$ cat config.mk
export PLATFORM = sky130hd
export DESIGN_NAME = serial_io_frame_scheduler
export DESIGN_NICKNAME = d
export VERILOG_FILES = /design/src/rtl/serial_io_frame_scheduler.sv
export SDC_FILE = /design/constraint.sdc
export NUM_CORES = 1
export LEC_CHECK = 0
export CAP_MARGIN = 20
export CORE_AREA = 4 4 76 78
export CTS_CLUSTER_DIAMETER = 40
export DETAILED_ROUTE_END_ITERATION = 7
export DIE_AREA = 0 0 80 82
export PLACE_DENSITY = 0.77
export SYNTH_ARGS = -nofsm -noshare
export SYNTH_HDL_FRONTEND = slang
export SYNTH_SLANG_ARGS = --single-unit
$ cat constraint.sdc
create_clock -name sys_clock -period 2.95 [get_ports sys_clock]
set_input_delay 0.59 -clock sys_clock [delete_from_list [all_inputs] [get_ports sys_clock]]
set_output_delay 0.59 -clock sys_clock [all_outputs]
set_load 0.02 [all_outputs]
$ cat src/rtl/serial_io_frame_scheduler.sv
// Frame sequencer for the step-line output chains and the limit-switch input chains.
// A single FSM owns the shared shift clock, so output and input shifting stay in lockstep.
module serial_io_frame_scheduler #(
  parameter int OUT_LINES  = 24,
  parameter int IN_LINES   = 6,
  parameter int CHAIN_BITS = 16,
  parameter int CLK_DIV    = 4,
  localparam int IDX_W     = (CHAIN_BITS > 1) ? $clog2(CHAIN_BITS) : 1
) (
  input  logic                 sys_clock,
  input  logic                 reset,
  input  logic                 enable,
  input  logic                 frame_req,
  output logic [IDX_W-1:0]     out_bit_idx,
  input  logic [OUT_LINES-1:0] out_bits,
  output logic                 in_wr,
  output logic [IDX_W-1:0]     in_bit_idx,
  output logic [IN_LINES-1:0]  in_bits,
  output logic [OUT_LINES-1:0] sdata,
  output logic                 shi,
  output logic                 sto,
  output logic                 lm_ld,
  output logic                 lm_ck,
  input  logic [IN_LINES-1:0]  lim_in,
  output logic                 busy,
  output logic                 frame_done,
  output logic                 overrun,
  input  logic                 overrun_clr
);

  localparam int PH_W = (CLK_DIV > 1) ? $clog2(CLK_DIV) : 1;
  localparam logic [PH_W-1:0]  PH_LAST = PH_W'(CLK_DIV - 1);
  localparam logic [IDX_W-1:0] BIT_TOP = IDX_W'(CHAIN_BITS - 1);

  typedef enum logic [2:0] {IDLE, LOAD, SETUP, HIGH, STORE} state_t;

  state_t           state_reg, state_next;
  logic [PH_W-1:0]  phase_reg, phase_next;
  logic [IDX_W-1:0] bit_cnt_reg, bit_cnt_next;
  logic             pending_reg, pending_next;
  logic             overrun_set;
  logic             phase_last;
  logic             start;
  logic             setup_last_next;

  assign phase_last      = (phase_reg == PH_LAST);
  assign start           = enable && (frame_req || pending_reg);
  assign setup_last_next = (state_next == SETUP) && (phase_next == PH_LAST);
  assign out_bit_idx     = bit_cnt_reg;

  always_ff @(posedge sys_clock) begin
    if (reset) begin
      state_reg   <= IDLE;
      phase_reg   <= '0;
      bit_cnt_reg <= BIT_TOP;
      pending_reg <= 1'b0;
    end else begin
      state_reg   <= state_next;
      phase_reg   <= phase_next;
      bit_cnt_reg <= bit_cnt_next;
      pending_reg <= pending_next;
    end
  end

  always_comb begin
    state_next   = state_reg;
    phase_next   = phase_reg;
    bit_cnt_next = bit_cnt_reg;
    pending_next = pending_reg;
    overrun_set  = 1'b0;

    // The last STORE cycle consumes a request directly as the next frame start.
    if ((state_reg != IDLE) && !((state_reg == STORE) && phase_last) && frame_req) begin
      if (pending_reg) overrun_set  = 1'b1;
      else             pending_next = 1'b1;
    end

    if (state_reg != IDLE) phase_next = phase_last ? '0 : phase_reg + 1'b1;

    case (state_reg)
      IDLE: begin
        if (start) begin
          state_next   = LOAD;
          phase_next   = '0;
          bit_cnt_next = BIT_TOP;
          pending_next = 1'b0;
        end
      end
      LOAD:  if (phase_last) state_next = SETUP;
      SETUP: if (phase_last) state_next = HIGH;
      HIGH: begin
        if (phase_last) begin
          if (bit_cnt_reg == '0) begin
            state_next = STORE;
          end else begin
            bit_cnt_next = bit_cnt_reg - 1'b1;
            state_next   = SETUP;
          end
        end
      end
      STORE: begin
        if (phase_last) begin
          pending_next = 1'b0;
          if (start) begin
            state_next   = LOAD;
            bit_cnt_next = BIT_TOP;
          end else begin
            state_next = IDLE;
          end
        end
      end
      default: state_next = IDLE;
    endcase
  end

  // Pin levels are registered from the next state so they line up with it exactly.
  always_ff @(posedge sys_clock) begin
    if (reset) begin
      sdata      <= '0;
      shi        <= 1'b0;
      sto        <= 1'b0;
      lm_ck      <= 1'b0;
      lm_ld      <= 1'b1;
      in_wr      <= 1'b0;
      in_bit_idx <= '0;
      in_bits    <= '0;
      busy       <= 1'b0;
      frame_done <= 1'b0;
      overrun    <= 1'b0;
    end else begin
      shi        <= (state_next == HIGH);
      lm_ck      <= (state_next == HIGH);
      sto        <= (state_next == STORE);
      lm_ld      <= (state_next != LOAD);
      busy       <= (state_next != IDLE);
      frame_done <= (state_next == STORE) && (phase_next == PH_LAST);
      in_wr      <= setup_last_next;
      if (setup_last_next) begin
        in_bit_idx <= bit_cnt_next;
        in_bits    <= lim_in;
      end
      if ((state_reg == SETUP) && (phase_reg == '0)) sdata <= out_bits;
      if (overrun_set)      overrun <= 1'b1;
      else if (overrun_clr) overrun <= 1'b0;
    end
  end

endmodule

* After elaboration in Yosys (flattened, before gate mapping)
Index checks and enable logic that the tools add are counted.
** Word-level totals
- Output and inout bits :: 46
- Flip-flop bits (word level) :: 51
- Logic and storage cells :: 66
- Bits of input ports :: 35
** Operators by class
- Mux-type cells :: 25
- Reduce and logical (&&, ||, !) cells :: 15
- Eq/ne operators :: 10
- Add/sub/neg operators :: 2
** Operator list (number)
- 3-bit 2-to-1 mux :: 6
- 4-bit 2-to-1 mux :: 4
- 3-bit one-hot mux with 5 select lines :: 1
- 3-bit by 2-bit equality test with 1-bit output (second input constant) :: 4
- 4-bit one-hot mux with 3 select lines :: 1
- 1-bit 2-to-1 mux :: 8
- 2-bit 2-to-1 mux :: 4
- 1-bit logical AND :: 7
- 3-bit equality test (second input constant) :: 2
- 3-bit nonzero test :: 2
- 2-bit equality test (second input constant) :: 2
- 4-bit zero test :: 1
- 4-bit by 1-bit subtractor with 4-bit output (second input constant) :: 1
- 3-bit by 1-bit equality test with 1-bit output (second input constant) :: 1
- 3-bit zero test :: 1
- 3-bit by 1-bit != test with 1-bit output (second input constant) :: 1
- 2-bit by 1-bit adder with 2-bit output (second input constant) :: 1
- 2-bit zero test :: 1
- 1-bit one-hot mux with 2 select lines :: 1
- 2-bit nonzero test :: 1
- 1-bit zero test :: 1
- 1-bit logical OR :: 1

* Depth between registers and ports, before layout
- Word-level depth :: 8
- Mapped depth :: 8
- Gate-level depth less buffers :: 7

* Least setup slack after synthesis
No wires, ideal clock.
- Path kind :: register to register
- Start point :: reg phase_reg[1]
- End point :: reg in_bit_idx[1]
- Library setup time :: 0.091 ns
- Data arrival time :: 1.966 ns
- Slack :: 0.893 ns
- Period minus slack after synthesis :: 2.057 ns
- Path buffers :: 0
- Stages on the path, launching flop included :: 8
- Required time :: 2.859 ns
- Path through :: dfxtp_1 -> inv_1 -> ha_1 -> or2b_1 -> a2111oi_4 -> o2bb2ai_2 -> a21oi_1 -> a311oi_1
** On the way
- Word-level cells in the longest chain between the ends :: 7
- Elaborated cells on any way between the ends :: 17
- Classes of those cells :: add/sub (1); eq/ne (3); mux (12); reduce/logical (1)
** RTL lines
- start: declaration :: line 38 : logic [PH_W-1:0] phase_reg, phase_next;
- start signal: assignment :: line 59 : phase_reg <= phase_next;
- 2-bit by 1-bit adder with 2-bit output / 2-bit equality test (equally long branches) :: line 78, 46
- 2-bit 2-to-1 mux (2 in series) :: line 78 : if (state_reg != IDLE) phase_next = phase_last ? '0 : phase_reg + 1'b1;
- 2-bit 2-to-1 mux :: line 82 : if (start) begin
- 2-bit 2-to-1 mux :: line 80 : case (state_reg)
- 2-bit equality test :: line 48 : assign setup_last_next = (state_next == SETUP) && (phase_next == PH_LAST);
- 1-bit logical AND :: line 48
- end signal: assignment :: line 139 : in_bit_idx <= bit_cnt_next;
- end: declaration :: line 17 : output logic [IDX_W-1:0] in_bit_idx,
Parallel ways exist; a longest one is shown, timed or not.
A chain may end at the register's enable or synchronous reset.

* Worst setup path in the final report
- Start point :: reg phase_reg[1]
- End point :: reg in_bit_idx[3]
Same word-level chain as after synthesis.

==> results.tsv <==
stage	metric	value	unit
synthesis	cells after synthesis	247	
clock_tree	clock root cell	clkbuf_8	
clock_tree	H-tree levels	2	
finish	layout cells sized above 1	0.0683	
die	Die Span Y	82	µm
finish	Area Overhead vs Synth	42.8	%
clock_tree	clk slew on worst S/H paths	90	ps
setup_path	Max Fanout on Critical Path	10	
grt	gr usage total	0.163	
finish	Antenna diodes	0	
die	core footprint	5070	µm²
placed_design	# port buffers	80	
setup_path	Worst Path Buf+Inv	1	
synthesis	Post-synth EDFFs	0	
detailed_routing	drt total wl	5.25	mm
detailed_routing	drt wl/cell	13.4	µm
clock_tree	post-CTS sizing	0	
clock_tree	clock buffer depth	2	
setup_path	R2R Setup Slk	600	ps
synthesis	most common library cells after synthesis	nand2_1 (57), dfxtp_1 (51), a21oi_1 (40)	
setup_path	Crit path arrival time	2560	ps
synthesis	top cell type's share of synthesized area	0.473	
synthesis	cell taking the most area after synthesis	dfxtp_1	
sta	final setup fails	0	
run_status	run status	finished, final reports clean	
finish	max reg flops	24	
synthesis	Netlist Area Pre-Place	2160	µm²
die	Starting Density	0.425	
sta	fmax	425	MHz
synthesis	post-synth cell types	46	
worst_hold_path	hold depth	2	
sta	setup_tns	0	ps
grt	initial antenna violation count	0	
clock_tree	Clock Latency Late Sink	300	ps
grt	first-pass GRT wire length	8.56	mm
sta	pins over their slew limit	0	
detailed_routing	via count	1960	
grt	M3 GR Usage	0.0493	
grt	met1 usage	0.215	
detailed_routing	length of the first detailed-routing pass in iterations	4	
detailed_routing	initial drt markers	59	
finish	final net count	360	
setup_path	CP Launch Type	register	
worst_hold_path	worst hold endpoint	sdata[16]$_SDFFE_PP0P_	
synthesis	Mapped Nets	286	
die	total die area	6560	µm²
placed_design	routability cong.	0.827	
sta	fin crit period	2350	ps
grt	number of global-route vias before repair	1861	
synthesis	mean post-synth cell area	8.73	µm²
setup_path	CP top delay family	compound AO/OA/AOI/OAI gates	
setup_path	WP data required	3150	ps
setup_path	Worst R2R Path Depth	7	
clock_tree	CTS tree	built	
sta	RSZ-0062 raised after global routing	false	
setup_path	WS Path Type	reg -> reg	
synthesis	Synth Flop Type	dfxtp_1	
power	PD cells	401	nW/µm²
setup_path	CP Cell Sequence	inv_1, ha_1, or2b_1, a2111oi_4, o2bb2ai_2, a21oi_1, a311oi_1	
detailed_routing	ANT nets after route	0	
grt	largest net degree at the start of global routing	25	
clock_tree	clock sinks	51	
finish	Most flops, register	sdata	
synthesis	Yosys reg bits	51	
synthesis	async set-or-reset flop fraction in the synthesized netlist	0	
finish	Core Util, Final	0.607	
setup_path	slowest CP cell	dfxtp_1	
sta	Worst Tran Pin Value	848	ps
die	std cell rows	26	
setup_path	critical path endpoint category	register	
synthesis	Synth area leaders	dfxtp_1 (47%), nand2_1 (9.9%), a21oi_1 (9.3%)	
die	die width	80	µm
power	worst vdd ir	0.000212	V
detailed_routing	DRC Markers	0	
die	io pins	81	
power	Leak	1.04	nW
sta	Slew headroom	0.435	
sta	final count of hold timing violations	0	
grt	most used routing layer	met2	
job	Max Cap Violations	0	
setup_path	CP max stage delay	480	ps
synthesis	Seq/Total Area, Yosys	0.473	
placed_design	detailed-placement wirelength estimate	3.75	mm
clock_tree	# hold bufs at CTS	0	
grt	GRT overflow	0	
synthesis	count leader, synth	nand2_1	
setup_path	Reg-to-Reg Start	phase_reg[1]$_SDFF_PP0_	
clock_tree	postcts setup bufs	0	
finish	top flop regs	sdata x24, in_bits x6	
clock_tree	total CTS buffers	5	
sta	crit share post-route	0.798	
synthesis	Ys Warns	0	
grt	met2 Track Usage GR	0.261	
detailed_routing	DR vias/cell	5.00	
sta	clk_skew	5.80	ps
worst_hold_path	hold_sp	sdata[16]$_SDFFE_PP0P_	
setup_path	FF-to-FF End	in_bit_idx[3]$_SDFFE_PP0P_	
worst_hold_path	Hold Path Class	reg -> reg	
-- cells in the final DEF, fill, tap and decap left out, drive strengths merged, types with 2 or more instances in the layout --
master          n
clkbuf          7
nor2b           3
dfxtp          51
o311ai          2
inv             7
o21ai           9
a22oi           2
buf             3
nand2          57
a21oi          40
a311oi          4
or2             2
nand4b          2
a211oi          2
ha              4
nor2           13
nor3            4
clkdlybuf4s50  80
nand3           9
-- worst max-delay path by stage --
stage                             from                         end  slack, ps  depth (start not counted)
5_1_grt        phase_reg[1]$_SDFF_PP0_  in_bit_idx[0]$_SDFFE_PP0P_        470                          7
2_1_floorplan  phase_reg[1]$_SDFF_PP0_  in_bit_idx[1]$_SDFFE_PP0P_        890                          7
3_5_place_dp                 frame_req  in_bit_idx[1]$_SDFFE_PP0P_        410                          6
3_3_place_gp                 frame_req  in_bit_idx[0]$_SDFFE_PP0P_        480                          6
6_report       phase_reg[1]$_SDFF_PP0_  in_bit_idx[3]$_SDFFE_PP0P_        600                          7
4_1_cts        phase_reg[1]$_SDFF_PP0_  in_bit_idx[3]$_SDFFE_PP0P_        620                          7
-- through the flow --
stage	setup WS [ps]	power (mW)	hold slack (ps)	instances	instance area, µm²
floorplan	893	0.775	483	247	2160
global placement	483	0.835	441	384	2990
detailed placement	410	0.835	447	384	2990
CTS	619	1.25	459	392	3080
global route	470	1.29	470	392	3080
finish	595	1.24	457	392	3080
-- worst min-delay path: stages (launching register included) --
cell and delay, ps:
dfxtp_1 310, nand2_1 50, a21oi_1 50
-- area by class of cell --
type                       instances  area [µm²]
clock buffer                       7        86.3
clock inverter                     1        8.76
fill                             470        1990
inverter                           7        26.3
multi-input combinational        173        1030
sequential                        51        1020
tap                               70        87.6
timing repair buffer              83         823
-- per-layer routing --
layer,wire [µm],part of all wire,vias up
li1,-,-,997
met1,2480,0.47,872
met2,2280,0.43,83
met3,431,0.082,8
met4,61,0.012,0
met5,0,0,-
-- kinds of logic (layout without fill, tap and decap cells) --
group,after synthesis,count (layout),share of synthesized area
xor+xnor,1,1,0.00406
mux,2,2,0.00986
fa+ha+maj,4,4,0.0232
flops,51,51,0.473
compound gates,65,65,0.213
simple gates,101,101,0.226
buf+inv,23,98,0.0505
-- report_power, final --
group	total, mW	internal, mW	switching, mW	leakage [nW]
sequential	0.702	0.693	0.00880	0.412
clock	0.416	0.192	0.224	0.0484
combinational	0.118	0.0691	0.0487	0.576
Power figures use the tool's default switching activity.
